$ cat src/rtl/shift_register_universal_if.sv
// shift_register_universal_if: control, data and status bundle of the universal shift register.
interface shift_register_universal_if #(parameter int WIDTH = 8);
    localparam int CNT_W = $clog2(WIDTH);
    logic             enable;
    logic [2:0]       mode;
    logic             din_l;
    logic             din_r;
    logic [WIDTH-1:0] pdata;
    logic [WIDTH-1:0] q;
    logic             dout_l;
    logic             dout_r;
    logic [CNT_W-1:0] shift_cnt;
    logic             frame_done;
    modport master (
        output enable, mode, din_l, din_r, pdata,
        input  q, dout_l, dout_r, shift_cnt, frame_done
    );
    modport slave (
        input  enable, mode, din_l, din_r, pdata,
        output q, dout_l, dout_r, shift_cnt, frame_done
    );
endinterface

$ cat src/rtl/shift_register_universal.sv
// shift_register_universal: parametrised universal shift register with frame counting.
// Rotate modes are built only when SHIFT_REGISTER_UNIVERSAL_ROTATE_EN is defined.
module shift_register_universal #(
    parameter int WIDTH = 8
) (
    input logic                      clk,
    input logic                      rst,
    shift_register_universal_if.slave bus
);
    localparam int CNT_W = $clog2(WIDTH);

    logic [WIDTH-1:0] q_r;
    logic [WIDTH-1:0] q_nxt;
    logic [CNT_W-1:0] cnt_r;
    logic             fd_r;
    logic             shift_ev;
    logic             cnt_clr;
    logic             last;

    assign last = cnt_r == CNT_W'(WIDTH - 1);

    always_comb begin
        q_nxt    = q_r;
        shift_ev = 1'b0;
        cnt_clr  = 1'b0;
        case (bus.mode)
            3'b001: begin
                q_nxt    = {q_r[WIDTH-2:0], bus.din_l};
                shift_ev = 1'b1;
            end
            3'b010: begin
                q_nxt    = {bus.din_r, q_r[WIDTH-1:1]};
                shift_ev = 1'b1;
            end
            3'b011: begin
                q_nxt   = bus.pdata;
                cnt_clr = 1'b1;
            end
`ifdef SHIFT_REGISTER_UNIVERSAL_ROTATE_EN
            3'b100: begin
                q_nxt    = {q_r[WIDTH-2:0], q_r[WIDTH-1]};
                shift_ev = 1'b1;
            end
            3'b101: begin
                q_nxt    = {q_r[0], q_r[WIDTH-1:1]};
                shift_ev = 1'b1;
            end
`endif
            3'b110, 3'b111: begin
                q_nxt   = '0;
                cnt_clr = 1'b1;
            end
            default: ;
        endcase
    end

    // frame_done only rises on the edge that completes a frame; any other edge drops it
    always_ff @(posedge clk or negedge rst) begin
        if (!rst) begin
            q_r   <= '0;
            cnt_r <= '0;
            fd_r  <= 1'b0;
        end else begin
            fd_r <= bus.enable && shift_ev && last;
            if (bus.enable) begin
                q_r <= q_nxt;
                if (cnt_clr)
                    cnt_r <= '0;
                else if (shift_ev)
                    cnt_r <= last ? '0 : cnt_r + CNT_W'(1);
            end
        end
    end

    assign bus.q          = q_r;
    assign bus.dout_l     = q_r[WIDTH-1];
    assign bus.dout_r     = q_r[0];
    assign bus.shift_cnt  = cnt_r;
    assign bus.frame_done = fd_r;
endmodule

$ cat src/flat_wrapper.sv
// flat-port wrapper written by rule: the top's interface ports become plain ports
module shift_register_universal_flat 
#(
    parameter int WIDTH = 8
)
  (clk, rst, bus_enable, bus_mode, bus_din_l, bus_din_r, bus_pdata, bus_q, bus_dout_l, bus_dout_r, bus_shift_cnt, bus_frame_done);
  shift_register_universal_if #(.WIDTH(WIDTH)) bus_i ();
  input logic clk;
  input logic rst;
  input wire logic [$bits(bus_i.enable)-1:0] bus_enable;
  input wire logic [$bits(bus_i.mode)-1:0] bus_mode;
  input wire logic [$bits(bus_i.din_l)-1:0] bus_din_l;
  input wire logic [$bits(bus_i.din_r)-1:0] bus_din_r;
  input wire logic [$bits(bus_i.pdata)-1:0] bus_pdata;
  output wire logic [$bits(bus_i.q)-1:0] bus_q;
  output wire logic [$bits(bus_i.dout_l)-1:0] bus_dout_l;
  output wire logic [$bits(bus_i.dout_r)-1:0] bus_dout_r;
  output wire logic [$bits(bus_i.shift_cnt)-1:0] bus_shift_cnt;
  output wire logic [$bits(bus_i.frame_done)-1:0] bus_frame_done;
  assign bus_i.enable = bus_enable;
  assign bus_i.mode = bus_mode;
  assign bus_i.din_l = bus_din_l;
  assign bus_i.din_r = bus_din_r;
  assign bus_i.pdata = bus_pdata;
  assign bus_q = bus_i.q;
  assign bus_dout_l = bus_i.dout_l;
  assign bus_dout_r = bus_i.dout_r;
  assign bus_shift_cnt = bus_i.shift_cnt;
  assign bus_frame_done = bus_i.frame_done;
  shift_register_universal #(.WIDTH(WIDTH)) u_core (.clk(clk), .rst(rst), .bus(bus_i));
endmodule
$ cat config.mk
export PLATFORM = sky130hd
export DESIGN_NAME = shift_register_universal_flat
export DESIGN_NICKNAME = d
export VERILOG_FILES = /design/src/rtl/shift_register_universal_if.sv /design/src/rtl/shift_register_universal.sv /design/src/flat_wrapper.sv
export SDC_FILE = /design/constraint.sdc
export NUM_CORES = 1
export LEC_CHECK = 0
export CAP_MARGIN = 20
export CORE_AREA = 2 2 46 48
export DETAILED_ROUTE_END_ITERATION = 10
export DIE_AREA = 0 0 48 50
export PLACE_DENSITY = 0.71
export SLEW_MARGIN = 20
export SYNTH_ARGS = -nofsm -noshare
export SYNTH_HDL_FRONTEND = slang
export SYNTH_SLANG_ARGS = --single-unit
$ cat constraint.sdc
create_clock -name clk -period 3.21 [get_ports clk]
set_input_delay 0.642 -clock clk [delete_from_list [all_inputs] [get_ports clk]]
set_output_delay 0.642 -clock clk [all_outputs]
set_load 0.005 [all_outputs]
==> run summary <==
Outcome = completed
Period minus WS final = 2090 ps
Core region area = 0.00190 sq mm
Via count = 536
Inserted Clock Buffers = 3
Setup CP Type = primary input to register
CP Capture Type = register
Clock tree from TritonCTS = yes
Pleak = 0.462 nW
Final count of pins violating max slew = 0
Final worst slack = 1120 ps
First-pass GRT wire length = 2360 um
Post-synthesis simple-gate area fraction = 5.17%
Worst Setup Start Kind = primary input
Clock Pin Slew Worst Setup and Hold Paths = 80 ps
Crit path cell chain = clkdlybuf4s50_1 > buf_4 > nor2b_4 > o21a_1 > mux2_4
Vias per inst = 4.87
Drt initial violations = 0
Critical Path Stages = 5
Clock Latency Late Sink = 270 ps
Cells after synthesis = 55
CTS Sinks = 12
Cell taking the most area after synthesis = dfrtp_1
Peak VDD IR = 0.277 mV
Worst Hold Class = register to register
Antenna violations before repair = 0
Post-synthesis compound-gate area fraction = 15.0%
Largest net degree at the start of global routing = 13
Area Growth Syn to Fin = 43.1%
WP data required = 3370 ps
Worst Setup SP = bus_mode[0]
Sw frac = 27.0%
Reg2reg path depth = 3
Num rows = 16
Nets = 103
Die Span Y = 50 um
Post-CTS resize count = 0
Setup slack at placement = 828 ps
Hold-fix buffers, CTS = 0
Gate power share = 35.3%
# IOs = 30
CP max stage cell = clkdlybuf4s50_1
Fmax = 0.478 GHz
Max Buffers Root-to-Sink = 2
CTS H-tree depth = 1
Non-filler cells, final = 110
Chip width = 48 um
Skew final = 0.242 ps
Reg power frac = 44.0%
Crit path max fanout = 10
Mean Syn Cell Area = 13.2 sq um
Mux cell area share after synthesis = 27.6%
Rel. slew slack = 64.3%
CP arrival = 2250 ps
Post-detail-place hpwl = 1090 um
GRT Total Usage = 14.1%
YS warnings = 0
ANT cells = 0
Pint = 0.332 mW
Worst slew pin tran = 533 ps
CTS root buf = clkbuf_4
Number of global-route vias before repair = 540
# setup viols final = 0
Final GP Congestion = 0.678
Min Hold Slack = 540 ps
Area fraction of the dominant cell type after synthesis = 41.4%
Crit path to = u_core.bus.q[4]
Die area = 0.00240 sq mm
DRC viols = 0
Placed cell count = 107
Initial core utilization = 38.2%
Post-synthesis adder-cell area fraction = 3.45%
Clock group share of total power = 20.7%
Fin. Hold Viols = 0
Register Area = 300 sq um
Aggregate routed wire length = 1450 um
Pre-antenna DRT Iters = 1
Final critical-path share of the clock period = 65.2%
Filler Cell Count = 169
Crit path largest cell delay = 460 ps
Largest family of logic cells by synthesized area = multiplexers
Grt ovf = 0
Most frequent cells in the layout = clkdlybuf4s50_1, dfrtp_1, mux2i_1, o2bb2ai_1, mux2_4
Unrepaired setup endpoints after global routing = false
Power per cell area = 438 mW/mm^2
Post-synthesis sequential area ratio = 41.4%
Count of cell types in the netlist = 18
FF-to-FF Start = u_core.bus.shift_cnt[0]
Max-cap viol count = 0
Commonest non-fill, non-tap cell in the layout = clkdlybuf4s50_1
Post-route ant nets = 0
Port buffer count = 29
Synth area leaders = dfrtp_1, mux2_4, mux2i_1
Yosys reg bits = 12
Critical path buffers and inverters = 2
RR Endpoint = u_core.bus.shift_cnt[2]
Net count of the mapped netlist = 73
Cell Area, Synth = 726 sq um
Post CTS Setup Buffer Count = 0
Setup tns final = 0 ps
Layout cells sized above 1 = 15.7%
Total power = 0.455 mW
FF-to-FF setup slack = 1990 ps
Area of the multi-input gates = 380 sq um
Psw = 0.123 mW
XOR/XNOR Fraction of Synth Area = 1.21%
Crit-path leading delay family = buffers and inverters
Drt wl/cell = 13.2 um
==> state kept, by name, indices dropped and copies added (netlist names) <==
name,flops
u_core.bus.q,8
u_core.bus.shift_cnt,3
u_core.bus.frame_done,1
==> layout make-up <==
class | instances | share of cell area [%]
inverter | 1 | 0.361
clock buffer | 3 | 2.17
multi-input combinational | 37 | 36.6
sequential | 12 | 28.9
timing repair buffer | 30 | 28.7
tap | 27 | 3.25
==> metrics by stage <==
step | cell area, sq um | util [%]
after floorplan | 726 | -
after global placement | 1020 | 53.4
after detailed placement | 1020 | 53.4
after CTS | 1040 | 54.6
after global routing | 1040 | 54.6
final | 1040 | 54.6
==> routing by layer <==
layer  track usage (%)  up-vias  share of wire [%]
met5                 0        -                  0
met4              8.11        0               0.55
met3              4.03        2                6.2
met2              20.4       17                 46
met1              18.0      254                 47
li1                  -      263                  -
==> how the worst min path moves through the flow <==
stage          slack [ps]  cells past startpoint                       to               startpoint
2_1_floorplan         350                      0    u_core.bus.frame_done                      rst
3_3_place_gp          520                      1  u_core.bus.shift_cnt[2]  u_core.bus.shift_cnt[2]
3_5_place_dp          520                      1  u_core.bus.shift_cnt[1]  u_core.bus.shift_cnt[1]
4_1_cts               550                      1  u_core.bus.shift_cnt[1]  u_core.bus.shift_cnt[1]
5_1_grt               580                      1  u_core.bus.shift_cnt[2]  u_core.bus.shift_cnt[2]
6_report              540                      1  u_core.bus.shift_cnt[1]  u_core.bus.shift_cnt[1]
==> worst register-to-register path, cell delays in order, from the launching register on <==
cell,delay [ps]
dfrtp_1,420
ha_1,220
ha_1,270
a22o_1,200
==> power groups by stage <==
stage	Combinational (mW)	Clock (mW)	Sequential [mW]
2_1_floorplan	0.0795	0	0.202
3_3_place_gp	0.160	0	0.204
3_5_place_dp	0.162	0	0.203
4_1_cts	0.163	0.0986	0.201
5_1_grt	0.175	0.104	0.206
6_report	0.160	0.0943	0.200
==> Yosys cell counts <==
cell	number
dfrtp_1	12
mux2_4	8
mux2i_1	8
o2bb2ai_1	8
a22o_1	3
buf_4	2
buf_6	2
ha_1	2
and2_1	1
buf_1	1
inv_1	1
nand2b_1	1
nor2_1	1
nor2b_4	1
nor3b_1	1
o21a_1	1
o21ai_0	1
xnor2_1	1
==> logic make-up (layout without fill, tap and decap cells) <==
kind of cell	Yosys count	after routing
mux	16	16
compound gates	13	13
flops	12	12
buf+inv	6	34
simple gates	5	5
fa+ha+maj	2	2
xor+xnor	1	1
Note: power is estimated with default switching activity, not from simulation.
